===== config.mk =====
export PLATFORM = sky130hd
export DESIGN_NAME = inst_fetch_flat
export DESIGN_NICKNAME = d
export VERILOG_FILES = /design/src/rtl/inst_fetch_if.sv /design/src/rtl/inst_fetch.sv /design/src/flat_wrapper.sv
export SDC_FILE = /design/constraint.sdc
export NUM_CORES = 1
export LEC_CHECK = 0
export CORE_MARGIN = 2
export CORE_UTILIZATION = 40
export CTS_CLUSTER_DIAMETER = 150
export DETAILED_ROUTE_END_ITERATION = 12
export GPL_TIMING_DRIVEN = 0
export SYNTH_ARGS = -nofsm -noshare
export SYNTH_HDL_FRONTEND = slang
export SYNTH_SLANG_ARGS = --single-unit

===== constraint.sdc =====
create_clock -name clk -period 3.5 [get_ports clk]
set_input_delay 1.05 -clock clk [delete_from_list [all_inputs] [get_ports clk]]
set_output_delay 1.05 -clock clk [all_outputs]
set_load 0.1 [all_outputs]

===== src/rtl/inst_fetch_if.sv =====
// inst_fetch_if: bundles the fetch-stage signals of inst_fetch.
//   Request side : i_addr, addr_vld (in), addr_rdy (out), flush (in)
//   ROM side     : mem_en, mem_addr (out), mem_rdata (in)
//   Decode side  : o_inst, o_pc, o_vld, o_mis (out), i_rdy (in)
// The slave modport is the fetch stage; master is whatever drives it
// (PC generator, ROM and decode, or a testbench standing in for them).
interface inst_fetch_if #(
    parameter int ADDR_W = 16,
    parameter int DATA_W = 32
);
    logic [ADDR_W-1:0] i_addr;
    logic              addr_vld;
    logic              addr_rdy;
    logic              flush;
    logic              mem_en;
    logic [ADDR_W-3:0] mem_addr;
    logic [DATA_W-1:0] mem_rdata;
    logic [DATA_W-1:0] o_inst;
    logic [ADDR_W-1:0] o_pc;
    logic              o_vld;
    logic              i_rdy;
    logic              o_mis;

    modport slave (
        input  i_addr, addr_vld, flush, mem_rdata, i_rdy,
        output addr_rdy, mem_en, mem_addr, o_inst, o_pc, o_vld, o_mis
    );

    modport master (
        output i_addr, addr_vld, flush, mem_rdata, i_rdy,
        input  addr_rdy, mem_en, mem_addr, o_inst, o_pc, o_vld, o_mis
    );
endinterface


===== src/rtl/inst_fetch.sv =====
// inst_fetch: instruction-fetch stage behind the program counter.
// Accepts byte addresses, issues word reads to a 1-cycle-latency ROM,
// buffers {pc, instruction} in a DEPTH-entry FIFO and hands the head to
// decode over valid/ready. flush drops buffered and in-flight fetches.
// Ports:
//   clk    : rising-edge clock
//   rst_n  : asynchronous active-low reset
//   bus    : inst_fetch_if.slave (request, ROM and decode signals)
module inst_fetch #(
    parameter int ADDR_W = 16,
    parameter int DATA_W = 32,
    parameter int DEPTH  = 4
) (
    input  logic          clk,
    input  logic          rst_n,
    inst_fetch_if.slave   bus
);
    localparam int IDX_W = $clog2(DEPTH);
    localparam int PTR_W = IDX_W + 1;
    localparam int CNT_W = PTR_W + 1;

    logic [PTR_W-1:0]  wr_ptr_q, wr_ptr_d;
    logic [PTR_W-1:0]  rd_ptr_q, rd_ptr_d;
    logic              pend_q, pend_d;
    logic [ADDR_W-1:0] pend_pc_q, pend_pc_d;
    logic              mis_q, mis_d;
    logic [ADDR_W-1:0] pc_q   [DEPTH];
    logic [ADDR_W-1:0] pc_d   [DEPTH];
    logic [DATA_W-1:0] inst_q [DEPTH];
    logic [DATA_W-1:0] inst_d [DEPTH];

    logic [PTR_W-1:0]  occ;
    logic [CNT_W-1:0]  cnt;
    logic              empty;
    logic              addr_rdy;
    logic              acc;
    logic              push;
    logic              pop;
    logic              o_vld;

    // Pointers wrap modulo 2*DEPTH, so the plain difference is the occupancy.
    assign occ   = wr_ptr_q - rd_ptr_q;
    // In-flight data holds a credit so a push can never find the FIFO full.
    assign cnt   = {1'b0, occ} + CNT_W'(pend_q);
    assign empty = (wr_ptr_q == rd_ptr_q);

    assign addr_rdy = (cnt < CNT_W'(DEPTH)) & ~bus.flush;
    assign acc      = bus.addr_vld & addr_rdy;
    assign push     = pend_q & ~bus.flush;
    assign o_vld    = ~empty & ~bus.flush;
    assign pop      = o_vld & bus.i_rdy;

    assign bus.addr_rdy = addr_rdy;
    // Keep the ROM quiet while reset is held, whatever the request inputs do.
    assign bus.mem_en   = acc & rst_n;
    assign bus.mem_addr = bus.i_addr[ADDR_W-1:2];
    assign bus.o_vld    = o_vld;
    assign bus.o_inst   = inst_q[rd_ptr_q[IDX_W-1:0]];
    assign bus.o_pc     = pc_q[rd_ptr_q[IDX_W-1:0]];
    assign bus.o_mis    = mis_q;

    always_comb begin
        wr_ptr_d  = wr_ptr_q;
        rd_ptr_d  = rd_ptr_q;
        pend_d    = acc;
        pend_pc_d = acc ? bus.i_addr : pend_pc_q;
        mis_d     = mis_q | (acc & (bus.i_addr[1:0] != 2'b00));
        pc_d      = pc_q;
        inst_d    = inst_q;

        if (bus.flush) begin
            wr_ptr_d = '0;
            rd_ptr_d = '0;
            pend_d   = 1'b0;
        end else begin
            if (push) begin
                pc_d[wr_ptr_q[IDX_W-1:0]]   = pend_pc_q;
                inst_d[wr_ptr_q[IDX_W-1:0]] = bus.mem_rdata;
                wr_ptr_d = wr_ptr_q + PTR_W'(1);
            end
            if (pop) begin
                rd_ptr_d = rd_ptr_q + PTR_W'(1);
            end
        end
    end

    always_ff @(posedge clk or negedge rst_n) begin
        if (!rst_n) begin
            wr_ptr_q  <= '0;
            rd_ptr_q  <= '0;
            pend_q    <= 1'b0;
            pend_pc_q <= '0;
            mis_q     <= 1'b0;
            for (int i = 0; i < DEPTH; i++) begin
                pc_q[i]   <= '0;
                inst_q[i] <= '0;
            end
        end else begin
            wr_ptr_q  <= wr_ptr_d;
            rd_ptr_q  <= rd_ptr_d;
            pend_q    <= pend_d;
            pend_pc_q <= pend_pc_d;
            mis_q     <= mis_d;
            pc_q      <= pc_d;
            inst_q    <= inst_d;
        end
    end
endmodule

===== src/flat_wrapper.sv =====
// flat-port wrapper written by rule: the top's interface ports become plain ports
module inst_fetch_flat 
#(
    parameter int ADDR_W = 16,
    parameter int DATA_W = 32,
    parameter int DEPTH  = 4
)
  (clk, rst_n, bus_i_addr, bus_addr_vld, bus_flush, bus_mem_rdata, bus_i_rdy, bus_addr_rdy, bus_mem_en, bus_mem_addr, bus_o_inst, bus_o_pc, bus_o_vld, bus_o_mis);
  inst_fetch_if #(.ADDR_W(ADDR_W), .DATA_W(DATA_W)) bus_i ();
  input  logic clk;
  input  logic rst_n;
  input wire logic [$bits(bus_i.i_addr)-1:0] bus_i_addr;
  input wire logic [$bits(bus_i.addr_vld)-1:0] bus_addr_vld;
  input wire logic [$bits(bus_i.flush)-1:0] bus_flush;
  input wire logic [$bits(bus_i.mem_rdata)-1:0] bus_mem_rdata;
  input wire logic [$bits(bus_i.i_rdy)-1:0] bus_i_rdy;
  output wire logic [$bits(bus_i.addr_rdy)-1:0] bus_addr_rdy;
  output wire logic [$bits(bus_i.mem_en)-1:0] bus_mem_en;
  output wire logic [$bits(bus_i.mem_addr)-1:0] bus_mem_addr;
  output wire logic [$bits(bus_i.o_inst)-1:0] bus_o_inst;
  output wire logic [$bits(bus_i.o_pc)-1:0] bus_o_pc;
  output wire logic [$bits(bus_i.o_vld)-1:0] bus_o_vld;
  output wire logic [$bits(bus_i.o_mis)-1:0] bus_o_mis;
  assign bus_i.i_addr = bus_i_addr;
  assign bus_i.addr_vld = bus_addr_vld;
  assign bus_i.flush = bus_flush;
  assign bus_i.mem_rdata = bus_mem_rdata;
  assign bus_i.i_rdy = bus_i_rdy;
  assign bus_addr_rdy = bus_i.addr_rdy;
  assign bus_mem_en = bus_i.mem_en;
  assign bus_mem_addr = bus_i.mem_addr;
  assign bus_o_inst = bus_i.o_inst;
  assign bus_o_pc = bus_i.o_pc;
  assign bus_o_vld = bus_i.o_vld;
  assign bus_o_mis = bus_i.o_mis;
  inst_fetch #(.ADDR_W(ADDR_W), .DATA_W(DATA_W), .DEPTH(DEPTH)) u_core (.clk(clk), .rst_n(rst_n), .bus(bus_i));
endmodule

Word-level counts from Yosys, hierarchy flattened
Index checks and enable logic that the tools add are counted.
{"block": "totals", "ff_bits": 216, "word_cells": 56}
{"block": "op_classes", "n_addsub": 4, "n_lt_le_gt_ge": 4, "eq_ne": 1, "n_mux": 17, "bitwise_logic": 12, "n_reduce_logical": 5}
{"op": "128-bit bitwise mux", "count": 1}
{"op": "32-bit two-way mux", "count": 3}
{"op": "32-bit binary-select mux with 2-bit select", "count": 1}
{"op": "64-bit bitwise mux", "count": 1}
{"op": "32-bit demux with 2-bit select", "count": 1}
{"op": "16-bit two-way mux", "count": 3}
{"op": "16-bit binary-select mux with 2-bit select", "count": 1}
{"op": "16-bit demux with 2-bit select", "count": 1}
{"op": "3-bit two-way mux", "count": 4}
{"op": "1-bit AND", "count": 7}
{"op": "3-bit by 1-bit adder with 3-bit output (second input constant)", "count": 2}
{"op": "3-bit greater-or-equal comparator (second input constant)", "count": 2}
{"op": "2-bit inverter with 3-bit output", "count": 2}
{"op": "2-bit nonzero test", "count": 3}
{"op": "3-bit by 1-bit adder with 4-bit output", "count": 1}
{"op": "4-bit by 3-bit < comparator with 1-bit output (second input constant)", "count": 1}
{"op": "3-bit == test", "count": 1}
{"op": "3-bit by 1-bit < comparator with 1-bit output (second input constant)", "count": 1}
{"op": "3-bit subtractor", "count": 1}
{"op": "1-bit inverter", "count": 2}
{"op": "2-bit AND reduction", "count": 1}
{"op": "1-bit logical AND", "count": 1}
{"op": "1-bit two-way mux", "count": 1}
{"op": "1-bit bitwise OR", "count": 1}

Longest topological paths before layout
Gate-level depths: netlist (run 1).
{"block": "logic_depth", "word_depth": 7, "depth_mapped": 8, "ltp_nobuf": 6}

Worst setup path before layout (run 1)
OpenSTA, ideal clock, no wires.
{"block": "synth_path", "path_kind": "input-to-output", "from": "in bus_flush", "to": "out bus_addr_rdy", "arrival_time_ns": 3.288, "setup_slack_ns": -0.838, "stages": 2, "n_path_buf": 1, "cell_sequence": "buf_2 -> nor3_1"}
{"block": "synth_via", "elab_chain_len": 2}
{"element": "start, declared", "line": "flat_wrapper.sv:14", "source": "input wire logic [$bits(bus_i.flush)-1:0] bus_flush;"}
{"element": "1-bit inverter (no line)"}
{"element": "1-bit AND", "line": "inst_fetch.sv:47", "source": "assign addr_rdy = (cnt < CNT_W'(DEPTH)) & ~bus.flush;"}
{"element": "end, declared", "line": "flat_wrapper.sv:17", "source": "output wire logic [$bits(bus_i.addr_rdy)-1:0] bus_addr_rdy;"}
Every way passes these cells.

Worst setup path in the final report (run 1)
{"block": "layout_path", "from": "reg u_core.rd_ptr_q[0]", "to": "out bus_mem_en"}
{"block": "layout_via", "elab_chain_len": 6}
{"element": "start, declared", "line": "inst_fetch.sv:23", "source": "logic [PTR_W-1:0] rd_ptr_q, rd_ptr_d;"}
{"element": "start signal, assigned", "line": "inst_fetch.sv:100", "source": "rd_ptr_q <= rd_ptr_d;"}
{"element": "3-bit subtractor", "line": "inst_fetch.sv:42", "source": "assign occ = wr_ptr_q - rd_ptr_q;"}
{"element": "3-bit by 1-bit adder with 4-bit output", "line": "inst_fetch.sv:44", "source": "assign cnt = {1'b0, occ} + CNT_W'(pend_q);"}
{"element": "4-bit by 3-bit < comparator with 1-bit output", "line": "inst_fetch.sv:47"}
{"element": "1-bit AND", "line": "inst_fetch.sv:47"}
{"element": "1-bit AND", "line": "inst_fetch.sv:48", "source": "assign acc = bus.addr_vld & addr_rdy;"}
{"element": "1-bit AND", "line": "inst_fetch.sv:55", "source": "assign bus.mem_en = acc & rst_n;"}
{"element": "end, declared", "line": "flat_wrapper.sv:18", "source": "output wire logic [$bits(bus_i.mem_en)-1:0] bus_mem_en;"}
Every way passes these cells.

==> impl_metrics.toml, run 1 <==
[run_status]
run_status = "finished with violations"
violations = "negative setup slack"

[timing]
setup_viol = 1
relSlewSlack = 0.351
slew_viol_final = 0
rsz0062_at_grt = "yes"
tightest_slew_ns = 0.971
hold_viol = 0
timing.final.crit_period_ns = 3.53
fin_ws_ns = -0.0303
layout_worst_path_cycle_share = 1.01
skew_ns = 0.0126
max_freq_mhz = 283

[yosys]
synth_area_per_cell_um2 = 16.8
synth_compound_area_frac = 0.00409
yosys.area_share.simple = 0.0103
synth_adder_area_share = 0.0113
synth_top_area_frac = 0.569
synth_warnings = 0
yosys.area.top_type = "dfrtp_1"
synth_xor_area_frac = 0.00527
yosys.cell_types.count = 32
syn_area_um2 = 9490
async_flop_share = 1.00
synth_ff_type = "dfrtp_1"
ys_top_cells_by_count = "216 x dfrtp_1, 202 x mux2_2, 48 x mux4_2, 27 x buf_2, 14 x buf_4"
synth.net_count = 625
synth_edf_count = 0
synth_top_family_by_area = "multiplexers"
ys_ff_latch = 216
synthMuxAreaShare = 0.367
post-synth-top-count-cell = "dfrtp_1"
ys_top_cells_by_area = "dfrtp_1 57%, mux2_2 24%, mux4_2 11%, buf_2 1.4%, buf_4 1.1%"
syn_inst = 564
yosysSeqAreaShare = 0.569

[power_and_ir_drop]
seqPwrFrac = 0.323
swShare = 0.434
power_frac_clock = 0.235
switchingPower_uw = 4940
comb_power_share = 0.441
leakage_uw = 0.00549
powerDensity_nw_per_um2 = 960
p_int_uw = 6440
vdd_ir_drop_max_mv = 0.560

[detailed_routing]
drcViolationCount = 0
dr.first_iter.drc_count = 214
drtAntennaViolNets = 0
vias_per_cell = 5.11
routedWlPerCell_um = 20.3
drtPass1Iterations = 4
vias = 5365
wirelength_um = 21400

[floorplan]
core-area_um2 = 23400
die_w_um = 158
fp.dieH_um = 158
placement_rows = 56
start_util = 0.406
die-area_um2 = 25000
io_pins = 119

[grt]
grt_pass1_vias = 6073
globalRouteOverflowTotal = 0
grt_pass1_wl_um = 33600
grt_max_degree = 92
antenna_found_initial = 1
grtUsageTotal = 0.175

[cts]
clk_pin_slew_worst_paths_ns = 0.06
numClockSinks = 216
cts_buffer_depth = 3
htreeDepth = 1
clock_latency_ns = 0.51
cts_made_buffers = 25
ctsHoldBuffers = 0
cts_tree = "done"
cts-root-buf = "clkbuf_16"

[layout]
n_fill_cell = 1990
seq_area_um2 = 5410
multiInputGateArea_um2 = 3810
layout-drive-gt1-share = 0.585
area_delta_synth_final_pct = 24.9
final_util = 0.507
instances_no_fill = 1050
final_nets = 774

[placed_design]
dp_cells = 1001
io_buffers = 117
gp_congestion = 0.739
hpwl_um = 14200
preCtsSetupSlack_ns = -1.19

[critical_path]
worstPathArrival_ns = 2.48
worst-setup-path-type = "flip-flop to primary output"
slowest_stage = "fa_2"
cpPeakStageDelay_ns = 0.55
worstPathRequired_ns = 2.45
crit_path_end_kind = "primary output"
startpoint_type = "flip-flop"
cp_max_fo = 3
r2r_cells = 8
timing.critical_path.cells = "ha_2, fa_2, nor3b_4, nor4b_4, buf_6, and2_4, buf_12"

[hold_path]
hold_path.class = "flip-flop to flip-flop"
holdPathStages = 1

[flow_run]
cap_violations = 0
[path summary, 6_finish.rpt]
path,from,to,slack [ns]
hold reg to reg,u_core.bus.o_mis,u_core.bus.o_mis,0.47
min in group asynchronous,rst_n,u_core.inst_q[110],0.54
hold / removal,u_core.bus.o_mis,u_core.bus.o_mis,0.47
setup / recovery,u_core.rd_ptr_q[0],bus_mem_en,-0.03
max in group asynchronous,rst_n,u_core.inst_q[99],2.02
setup reg to reg,u_core.rd_ptr_q[0],u_core.pend_pc_q[7],0.91
[worst max-delay path, delay by kind of cell, from the launching register on]
family / cells / cell delay [ns]
buf+inv: 2 / 0.32
fa+ha+maj: 2 / 0.75
simple gates: 3 / 0.49
flops: 1 / 0.41
[layout by cell type, fill, tap and decap left out, drive strengths merged, types with 2 or more instances in the layout]
cell type,n
dfrtp,216
and2,2
clkbuf,48
mux4,48
bufinv,2
xnor2,2
inv,7
clkinv,2
ha,7
mux2,209
nor2,4
nand2,6
clkdlybuf4s15,11
clkdlybuf4s50,51
buf,98
mux2i,2
[cells by family after synthesis]
| group | count (synthesis) |
|---|---|
| buffers and inverters | 54 |
| AO/OA/AOI/OAI | 5 |
| flip-flops | 216 |
| adder cells (fa/ha/maj) | 8 |
| XOR/XNOR | 4 |
| multiplexers | 259 |
| AND/OR/NAND/NOR | 18 |
[flip-flops by register name, indices dropped and copies added (netlist names)]
register and count:
u_core.inst_q 128, u_core.pc_q 64, u_core.pend_pc_q 16, u_core.rd_ptr_q 3, u_core.wr_ptr_q 3, u_core.bus.o_mis 1, u_core.pend_q 1
[power groups by stage]
stage	combinational, uW	sequential [uW]	clock [uW]
global placement	5230	3640	0
detailed placement	5320	3730	0
CTS	5080	3680	2760
global route	5230	3780	2870
floorplan	4320	3560	0
finish	5020	3680	2680
[layer usage]
metal,track usage,vias up,share of wire,wire length (um)
met5,0,-,0,0
met4,0.0360,0,0.017,369
li1,-,2374,-,-
met1,0.228,2856,0.44,9340
met3,0.0334,26,0.045,967
met2,0.306,109,0.50,10700
[layout make-up]
class                   count  area share
flip-flops and latches    216       0.456
multi-input cells         294       0.321
repair buffers            123      0.0890
clock buffers              39      0.0665
well taps                 319      0.0337
plain buffers              47      0.0245
clock inverters             5     0.00686
inverters                   6     0.00190
diodes                      1    0.000211
[stage by stage]
stage	hold WS [ns]	instance area, um^2	total power (uW)	setup TNS [ns]
finish	0.466	11900	11400	-0.0303
global route	0.480	11900	11900	-0.164
CTS	0.464	11900	11500	-0.0631
detailed placement	0.452	11100	9050	-15.88
global placement	0.449	11100	8870	-1559.17
floorplan	0.474	9500	7880	0
[what timing repair did]
item,CTS,global route
pin swaps,1,1
endpoints found under the setup margin,65,20
gates cloned,1,0
hold endpoints to repair,0,0
setup buffers,4,0
gates resized for setup,312,19
(Power assumes the default switching activity.)
==> run 2: changes to the inputs <==
--- a/config.mk
+++ b/config.mk
@@ -9,7 +9,8 @@
 export CORE_UTILIZATION = 40
 export CTS_CLUSTER_DIAMETER = 150
 export DETAILED_ROUTE_END_ITERATION = 12
-export GPL_TIMING_DRIVEN = 0
+export SKIP_CTS_REPAIR_TIMING = 1
+export SLEW_MARGIN = 20
 export SYNTH_ARGS = -nofsm -noshare
 export SYNTH_HDL_FRONTEND = slang
 export SYNTH_SLANG_ARGS = --single-unit
==> run 2 against run 1 <==
  * The flow still finishes with violations (negative setup slack)
  * Clock skew fell by 0.0054 ns
  * Sequential share of layout area fell by 1.9 points
  * Power rose by 8.7%
  * Clock power rose by 3%
  * Maximum frequency fell by 0.59%
  * Utilization rose by 2.3 points
  * Critical path type unchanged
==> impl_metrics.toml, run 2 (synthesis gave the netlist of run 1 again) <==
[critical_path]
worstPathArrival_ns = 2.50
cp_max_fo = 2
crit_path_end_kind = "primary output"
startpoint_type = "flip-flop"
worstPathRequired_ns = 2.45
path_delay_family = "adder cells"
r2r-start = "u_core.rd_ptr_q[0]"
slowest_stage = "dfrtp_4"
crit_start = "u_core.rd_ptr_q[0]"
worst-setup-path-type = "flip-flop to primary output"
cpPeakStageDelay_ns = 0.50
timing.critical_path.cells = "ha_4, fa_2, xor3_2, nor4b_4, and2_4, buf_12"
critPathBufInv = 1

[floorplan]
core-area_um2 = 23400
start_util = 0.406
io_pins = 119
placement_rows = 56
die_w_um = 158
fp.dieH_um = 158
die-area_um2 = 25000

[placed_design]
io_buffers = 118
gp_congestion = 0.708
hpwl_um = 12600
dp_cells = 966
postPlaceCellArea_um2 = 11400

[layout]
seq_area_um2 = 5410
final_area_um2 = 12400
n_fill_cell = 1927
instances_no_fill = 1016
final_nets = 739
largest_register_ffs = 128
layout-drive-gt1-share = 0.572
layout_common_cells = "214 x dfrtp_1, 202 x mux2_2, 54 x buf_12"
mostFrequentLayoutCell = "dfrtp_1"
reg_top3 = "u_core.inst_q (128), u_core.pc_q (64), u_core.pend_pc_q (16)"
multiInputGateArea_um2 = 3830
area_delta_synth_final_pct = 30.5
regMostFlops = "u_core.inst_q"
antenna_cells = 0

[power_and_ir_drop]
powerDensity_nw_per_um2 = 999
fin_total_pwr_uw = 12400
leakage_uw = 0.00561
vdd_ir_drop_max_mv = 0.748

[detailed_routing]
routedWlPerCell_um = 20.3
drtAntennaViolNets = 0
wl_met3_um = 780
vias = 5327
dr.first_iter.drc_count = 134
dr_wl_met2_um = 10400
drcViolationCount = 0
highest_layer = "met4"
drtPass1Iterations = 4
wirelength_um = 20600
wl_met1_um = 8960
vias_per_cell = 5.24

[timing]
fin_ws_ns = -0.0512
relSlewSlack = 0.366
max_freq_mhz = 282
holdWs_ns = 0.488
tightest_slew_ns = 0.951
skew_ns = 0.00713
setup_viol = 1
slew_viol_final = 0
hold_viol = 0
timing.final.crit_period_ns = 3.55
fin_tns_setup_ns = -0.0512
layout_worst_path_cycle_share = 1.01
rsz0062_at_grt = "yes"

[cts]
cts_buffer_depth = 3
cts_made_buffers = 25
clk_pin_slew_worst_paths_ns = 0.06
cts_tree = "done"
numClockSinks = 216
htreeDepth = 1
cts-root-buf = "clkbuf_16"
clock_latency_ns = 0.51

[run_status]
violations = "negative setup slack"
run_status = "finished with violations"

[hold_path]
hold_path.class = "flip-flop to flip-flop"
hold_start = "u_core.bus.o_mis"

[flow_run]
cap_violations = 0

[grt]
grtUsageTotal = 0.173
grt_pass1_wl_um = 33300
grt_pass1_vias = 6126
globalRouteOverflowTotal = 0
grt_max_degree = 141
antenna_found_initial = 0
## run 2: cell count changes in the layout (fill, tap and decap cells not counted), moves of 2 or more
| cell | delta |
|---|---|
| clkbuf_8 | -2 |
| dfrtp_1 | -2 |
| clkbuf_2 | -5 |
| nand2_2 | +4 |
| nand2_1 | -4 |
| buf_12 | +53 |
| clkbuf_4 | -3 |
| clkinv_2 | +2 |
| buf_2 | -61 |
| buf_4 | -4 |
| clkdlybuf4s15_2 | -11 |
| bufinv_16 | +2 |
## run 2: worst paths after layout
check / end / slack (ns) / cells after the start
max in group asynchronous: u_core.rd_ptr_q[0] / 1.92 / 2
min in group asynchronous: u_core.pc_q[36] / 0.66 / 2
min reg2reg: u_core.bus.o_mis / 0.49 / 1
max: bus_mem_en / -0.05 / 6
min: u_core.bus.o_mis / 0.49 / 1
max reg2reg: u_core.pend_pc_q[1] / 0.82 / 8
## run 2: worst reg2reg max path, stage by stage (launching register included)
cell and delay, ns:
dfrtp_4 0.50, ha_4 0.18, fa_2 0.34, xor3_2 0.29, nor4b_4 0.31, buf_4 0.15, buf_4 0.09, buf_4 0.31
mux2_2 0.38
## run 2: final cells by class
class | count | area share
clock buffer | 37 | 0.0606
clock inverter | 9 | 0.0120
inverter | 6 | 0.00182
multi-input combinational | 294 | 0.309
sequential | 216 | 0.437
tap | 319 | 0.0322
timing repair buffer | 135 | 0.147
## run 2: through the flow
| stage | utilization | worst slack [ns] |
|---|---|---|
| after global routing | 0.529 | -0.113 |
| after CTS | 0.526 | -0.347 |
| final | 0.529 | -0.0512 |
| after floorplan | - | 0.00567 |
| after global placement | 0.488 | 0.258 |
| after detailed placement | 0.488 | 0.232 |
## run 2: metal layers
layer	global-route usage	vias up
li1	-	2322
met1	0.228	2860
met2	0.300	116
met3	0.0290	29
met4	0.0382	0
met5	0	-
## run 2: report_power, final
part | internal [uW] | switching [uW] | leakage, uW
registers | 3260 | 422 | 0.00280
logic | 2250 | 3660 | 0.00237
clock network | 1770 | 1000 | 0.000447
total | 7280 | 5090 | 0.00561
